==> src/rtl/pmod_pwm_rx.sv <==
// pmod_pwm_rx: receive side of the PMOD PWM link.
// Syncs the line, counts high time per 2^frame_log2 frame, emits signed samples.
module pmod_pwm_rx #(
  parameter int width       = 12,
  parameter int frame_log2  = 8,
  parameter int sync_stages = 2
) (
  input  logic                    clk,
  input  logic                    rst_n,
  input  logic                    en,
  input  logic                    pwm_in,
  output logic signed [width-1:0] sample,
  output logic                    sample_valid,
  output logic                    stuck,
  output logic                    locked
);

  localparam int FW = frame_log2;
  localparam int CW = frame_log2 + 1;
  localparam int SH = width - frame_log2;

  localparam logic [FW-1:0] LAST = '1;
  localparam logic [FW-1:0] FLIP =
    FW'(1) << (FW - 1);
  localparam logic [width-1:0] MAXV =
    {1'b0, {(width-1){1'b1}}};

  typedef enum logic [1:0] {
    IDLE,
    ALIGN,
    RUN
  } state_t;

  state_t state_q, state_d;

  logic [sync_stages-1:0] sync_q;
  logic                   s_d_q;
  logic                   s;
  logic                   rise;
  logic                   toggle;

  logic [FW-1:0] align_q, align_d;
  logic [FW-1:0] frame_q, frame_d;
  logic [CW-1:0] ones_q, ones_d;
  logic [CW-1:0] cnt_c;
  logic          seen_q, seen_d;
  logic          seen_c;

  logic [width-1:0] sample_q, sample_d;
  logic [width-1:0] scaled;
  logic             valid_q, valid_d;
  logic             stuck_q, stuck_d;

  assign s      = sync_q[sync_stages-1];
  assign rise   = s & ~s_d_q;
  assign toggle = s ^ s_d_q;

  assign cnt_c  = ones_q + CW'(s);
  assign seen_c = seen_q | toggle;

  // Low FW bits of (c - N/2) are c with its top bit flipped;
  // c = N is the single value that overflows and saturates.
  assign scaled = cnt_c[FW] ? MAXV :
    {cnt_c[FW-1:0] ^ FLIP, {SH{1'b0}}};

  always_ff @(posedge clk or negedge rst_n) begin
    if (!rst_n) begin
      sync_q <= '0;
      s_d_q  <= 1'b0;
    end else begin
      sync_q <= {sync_q[sync_stages-2:0], pwm_in};
      s_d_q  <= s;
    end
  end

  always_ff @(posedge clk or negedge rst_n) begin
    if (!rst_n) begin
      state_q  <= IDLE;
      align_q  <= '0;
      frame_q  <= '0;
      ones_q   <= '0;
      seen_q   <= 1'b0;
      sample_q <= '0;
      valid_q  <= 1'b0;
      stuck_q  <= 1'b0;
    end else begin
      state_q  <= state_d;
      align_q  <= align_d;
      frame_q  <= frame_d;
      ones_q   <= ones_d;
      seen_q   <= seen_d;
      sample_q <= sample_d;
      valid_q  <= valid_d;
      stuck_q  <= stuck_d;
    end
  end

  always_comb begin
    state_d  = state_q;
    align_d  = align_q;
    frame_d  = frame_q;
    ones_d   = ones_q;
    seen_d   = seen_q;
    sample_d = sample_q;
    valid_d  = 1'b0;
    stuck_d  = stuck_q;

    unique case (state_q)
      IDLE: begin
        align_d = '0;
        frame_d = '0;
        ones_d  = '0;
        seen_d  = 1'b0;
        if (en) state_d = ALIGN;
      end
      ALIGN: begin
        if (rise) begin
          // The rise cycle is frame cycle 0.
          state_d = RUN;
          align_d = '0;
          frame_d = FW'(1);
          ones_d  = CW'(1);
          seen_d  = 1'b1;
        end else if (align_q == LAST) begin
          state_d = RUN;
          align_d = '0;
          frame_d = '0;
          ones_d  = '0;
          seen_d  = 1'b0;
        end else begin
          align_d = align_q + FW'(1);
        end
      end
      RUN: begin
        if (frame_q == LAST) begin
          sample_d = scaled;
          valid_d  = 1'b1;
          stuck_d  = ~seen_c;
          frame_d  = '0;
          ones_d   = '0;
          seen_d   = 1'b0;
        end else begin
          frame_d = frame_q + FW'(1);
          ones_d  = cnt_c;
          seen_d  = seen_c;
        end
      end
      default: state_d = IDLE;
    endcase

    if (!en) begin
      state_d  = IDLE;
      align_d  = '0;
      frame_d  = '0;
      ones_d   = '0;
      seen_d   = 1'b0;
      sample_d = sample_q;
      valid_d  = 1'b0;
      stuck_d  = stuck_q;
    end
  end

  assign sample       = sample_q;
  assign sample_valid = valid_q;
  assign stuck        = stuck_q;
  assign locked       = (state_q == RUN);

endmodule

==> config.mk <==
export PLATFORM = sky130hd
export DESIGN_NAME = pmod_pwm_rx
export DESIGN_NICKNAME = d
export VERILOG_FILES = /design/src/rtl/pmod_pwm_rx.sv
export SDC_FILE = /design/constraint.sdc
export NUM_CORES = 1
export LEC_CHECK = 0
export BUFFER_PORTS_ARGS = -buffer_cell sky130_fd_sc_hd__buf_2
export CORE_ASPECT_RATIO = 0.75
export CORE_MARGIN = 2
export CORE_UTILIZATION = 40
export CTS_CLUSTER_SIZE = 8
export DETAILED_ROUTE_END_ITERATION = 7
export PLACE_DENSITY = 0.59
export SETUP_SLACK_MARGIN = 0.3
export SLEW_MARGIN = 40
export SYNTH_ARGS = -nofsm -noshare
export SYNTH_HDL_FRONTEND = slang
export SYNTH_SLANG_ARGS = --single-unit
==> constraint.sdc <==
create_clock -name clk -period 1.9 [get_ports clk]
set_input_delay 0.095 -clock clk [delete_from_list [all_inputs] [get_ports clk]]
set_output_delay 0.095 -clock clk [all_outputs]
set_load 0.05 [all_outputs]
==> metrics.md <==
| Metric | Value |
|---|---|
| Avg Vias per Cell | between 5 and 6 |
| Crit path capture type | flip-flop |
| Hold crit path type | input port to flip-flop |
| Core area | between 5000 and 6000 um^2 |
| Number of port buffers | 18 |
| Share of layout cells above drive strength 1 | roughly two fifths |
| Switching Fraction | 35.8% |
| Finished Layout Cells | about 360 |
| Post-synth EDFFs | 0 |
| Critical path peak fanout | 7 |
| Synthesis-to-layout area growth | 35.8% |
| DP Cell Count | 321 |
| CTS Sinks | 42 |
| Antenna cells | 0 |
| Net Switching | between 0.001 and 0.0015 W |
| WL/cell | about 17 um |
| Final net count | a little under 300 |
| CP Launch Type | flip-flop |
| Cell variety after synth | 46 |
| Die H | approximately 70 um |
| FF-to-FF Start | state_q[0] |
| Final TNS setup | 0 ns |
| Top post-synthesis cells by area | dfrtp_1, ha_1, o21ai_0 |
| Initial core utilization | between 40% and 50% |
| FILL cells | ~460 |
| Max_cap viols | 0 |
| Die ar. | around 6400 um^2 |
| Chip width | slightly above 90 um |
| Layout Utilization | a little under three fifths |
| Clock Latency Late Sink | approximately 0.30 ns |
| Min-delay src | en |
| Logic pwr share | a little over two fifths |
| Final Cycle Share | ~89% |
| First-pass GRT wire length | 9560 um |
| Seq pwr share | 35.4% |
| RSZ-0062 raised after global routing | yes |
| Post-DP HPWL | 3860 um |
| Yosys top cell by area | dfrtp_1 |
| Inserted Clock Buffers | 5 |
| 1st-pass router iterations | 5 |
| Pwr Density | around 900 nW/um^2 |
| Worst VDD drop | 534 uV |
| Total internal power | 0.00180 W |
| Worst EP required | between 2 and 2.5 ns |
| Setup Viol. Count Final | 0 |
| CTS H-Tree Depth | 2 |
| Clock Power Share | 20.7% |
| FFs w/ async S/R, synth | 100% |
| Final slew viol count | 0 |
| Final ANT Viol Nets | 0 |
| Clock buffer depth | 2 |
| Gate Count Post-Synth | between 200 and 250 |
| Worst-margin pin slew | ~0.5 ns |
| Reg clk slew, reported paths | 0.07 ns |
| Fmax | 589 MHz |
| Fin crit period | roughly 1.7 ns |
| Setup Skew | between 0.009 and 0.01 ns |
| Syn Nets | 240 |
| R2R Setup Slk | about 0.20 ns |
| Area post-placement | 2540 um^2 |
| Cell Area, Synth | roughly 2300 um^2 |
| Antenna violations before repair | 0 |
| Yosys top cell area share | 45.7% |
| Synth Warn # | 0 |
| Arr. time, crit path | between 1.5 and 2 ns |
| DRC viols | 0 |
| Fin Hold WS | 0.166 ns |
| Post-Route WL | 6190 um |
| Boundary Pins | 19 |
| Seq cells post-synth | 42 |
| Root buf cell | clkbuf_8 |
| Std-Cell Rows | 23 |
| Largest net degree at the start of global routing | 22 |
| Primary FF master, synth | dfrtp_1 |
| Status | finished, final reports clean |
| Leak | around 1.4 nW |
| Commonest non-fill, non-tap cells in the layout | dfrtp_1, buf_4, buf_2 |
| First DRT Iteration DRCs | 152 |
| Vias in the first global route | approximately 1800 |
| Commonest non-fill, non-tap cell in the layout | dfrtp_1 |
| Slew headroom | 67.6% |
| Final Hold Viols | 0 |
| Synth Area per Inst | ~10 um^2 |
| GR Overflow Total | 0 |
| Via Count | between 2000 and 2500 |
| Seq/Total Area, Yosys | a little under half |
| Critical Path Source | state_q[0] |
| GPL Wtd Cong | 0.819 |
| Design Area, Final | roughly 3100 um^2 |
| Kind of critical path | flip-flop to flip-flop |
| Global-route usage over all layers | a little under a fifth |
| CTS tree | yes |
[final timing paths]
| kind | cells after the start | to |
|---|---|---|
| setup / recovery | 6 | frame_q[0] |
| hold / removal | 3 | state_q[1] |
| setup reg to reg | 6 | frame_q[0] |
| hold reg to reg | 0 | sync_q[1] |
| max in group asynchronous | 3 | ones_q[4] |
| min in group asynchronous | 2 | align_q[3] |
[critical path, stage by stage, from the launching register on]
cell	delay [ns]
dfrtp_2	0.43
inv_4	0.07
ha_4	0.17
or3b_4	0.48
nor2_8	0.19
nor3_2	0.07
a22o_1	0.19
[final cells by class]
| class | instances | area, um^2 | share of cell area (%) |
|---|---|---|---|
| clock buffer | 6 | 72.6 | 2.32 |
| clock inverter | 2 | 13.8 | 0.440 |
| inverter | 8 | 32.5 | 1.04 |
| multi-input combinational | 165 | 1380 | 44.3 |
| sequential | 42 | 1050 | 33.7 |
| tap | 75 | 93.8 | 3.00 |
| timing repair buffer | 60 | 475 | 15.2 |
[through the flow]
step	power (W)	setup slack, ns
final	0.00280	0.203
after global routing	0.00295	0.147
after CTS	0.00261	0.200
after detailed placement	0.00180	0.00380
after global placement	0.00178	0.0591
after floorplan	0.00162	0.194
[flip-flops by register name, indices dropped and copies added, names as in the netlist]
signal,cells
stuck,1
sample_valid,1
sync_q,2
sample,9
ones_q,9
state_q,2
frame_q,8
s_d_q,1
seen_q,1
align_q,8
[repair_timing]
item	in CTS	in global routing
hold buffers	2	0
hold endpoints to repair	20	0
setup endpoints to repair	34	36
buffers inserted	18	5
pin swaps	10	22
cloned	2	2
resized for setup	25	30
[logic make-up after synthesis]
logic type,Yosys count,share of synthesized area (%)
buffers and inverters,22,6.36
multiplexers,3,1.30
XOR/XNOR,7,2.66
AO/OA/AOI/OAI,63,19.8
AND/OR/NAND/NOR,79,18.8
flip-flops,42,45.7
adder cells (fa/ha/maj),10,5.43
[power by group through the flow]
stage,Sequential [W],Combinational (W),Clock (W)
after floorplan,0.000988,0.000634,0
after global placement,0.000992,0.000786,0
after detailed placement,0.000994,0.000810,0
after CTS,0.000974,0.00104,0.000592
after global routing,0.000998,0.00131,0.000639
final,0.000991,0.00123,0.000581
[synthesized netlist by cell type, types with 5 or more instances]
library cell / n
dfrtp_1: 42
nor2_1: 20
nand2_1: 16
o21ai_0: 16
nand3_1: 15
ha_1: 10
o31ai_1: 9
inv_1: 8
a22o_1: 6
buf_4: 6
nand4_1: 6
a21oi_1: 5
buf_6: 5
xnor2_1: 5
[metal layers]
layer / vias to the layer above / routed length, um / GRT usage (%)
li1: 950 / - / -
met1: 960 / 3050 / 28.7
met2: 84 / 2710 / 27.4
met3: 17 / 325 / 4.02
met4: 0 / 108 / 6.06
met5: - / 0 / 0
No activity file was read; power rests on OpenSTA's default activity.
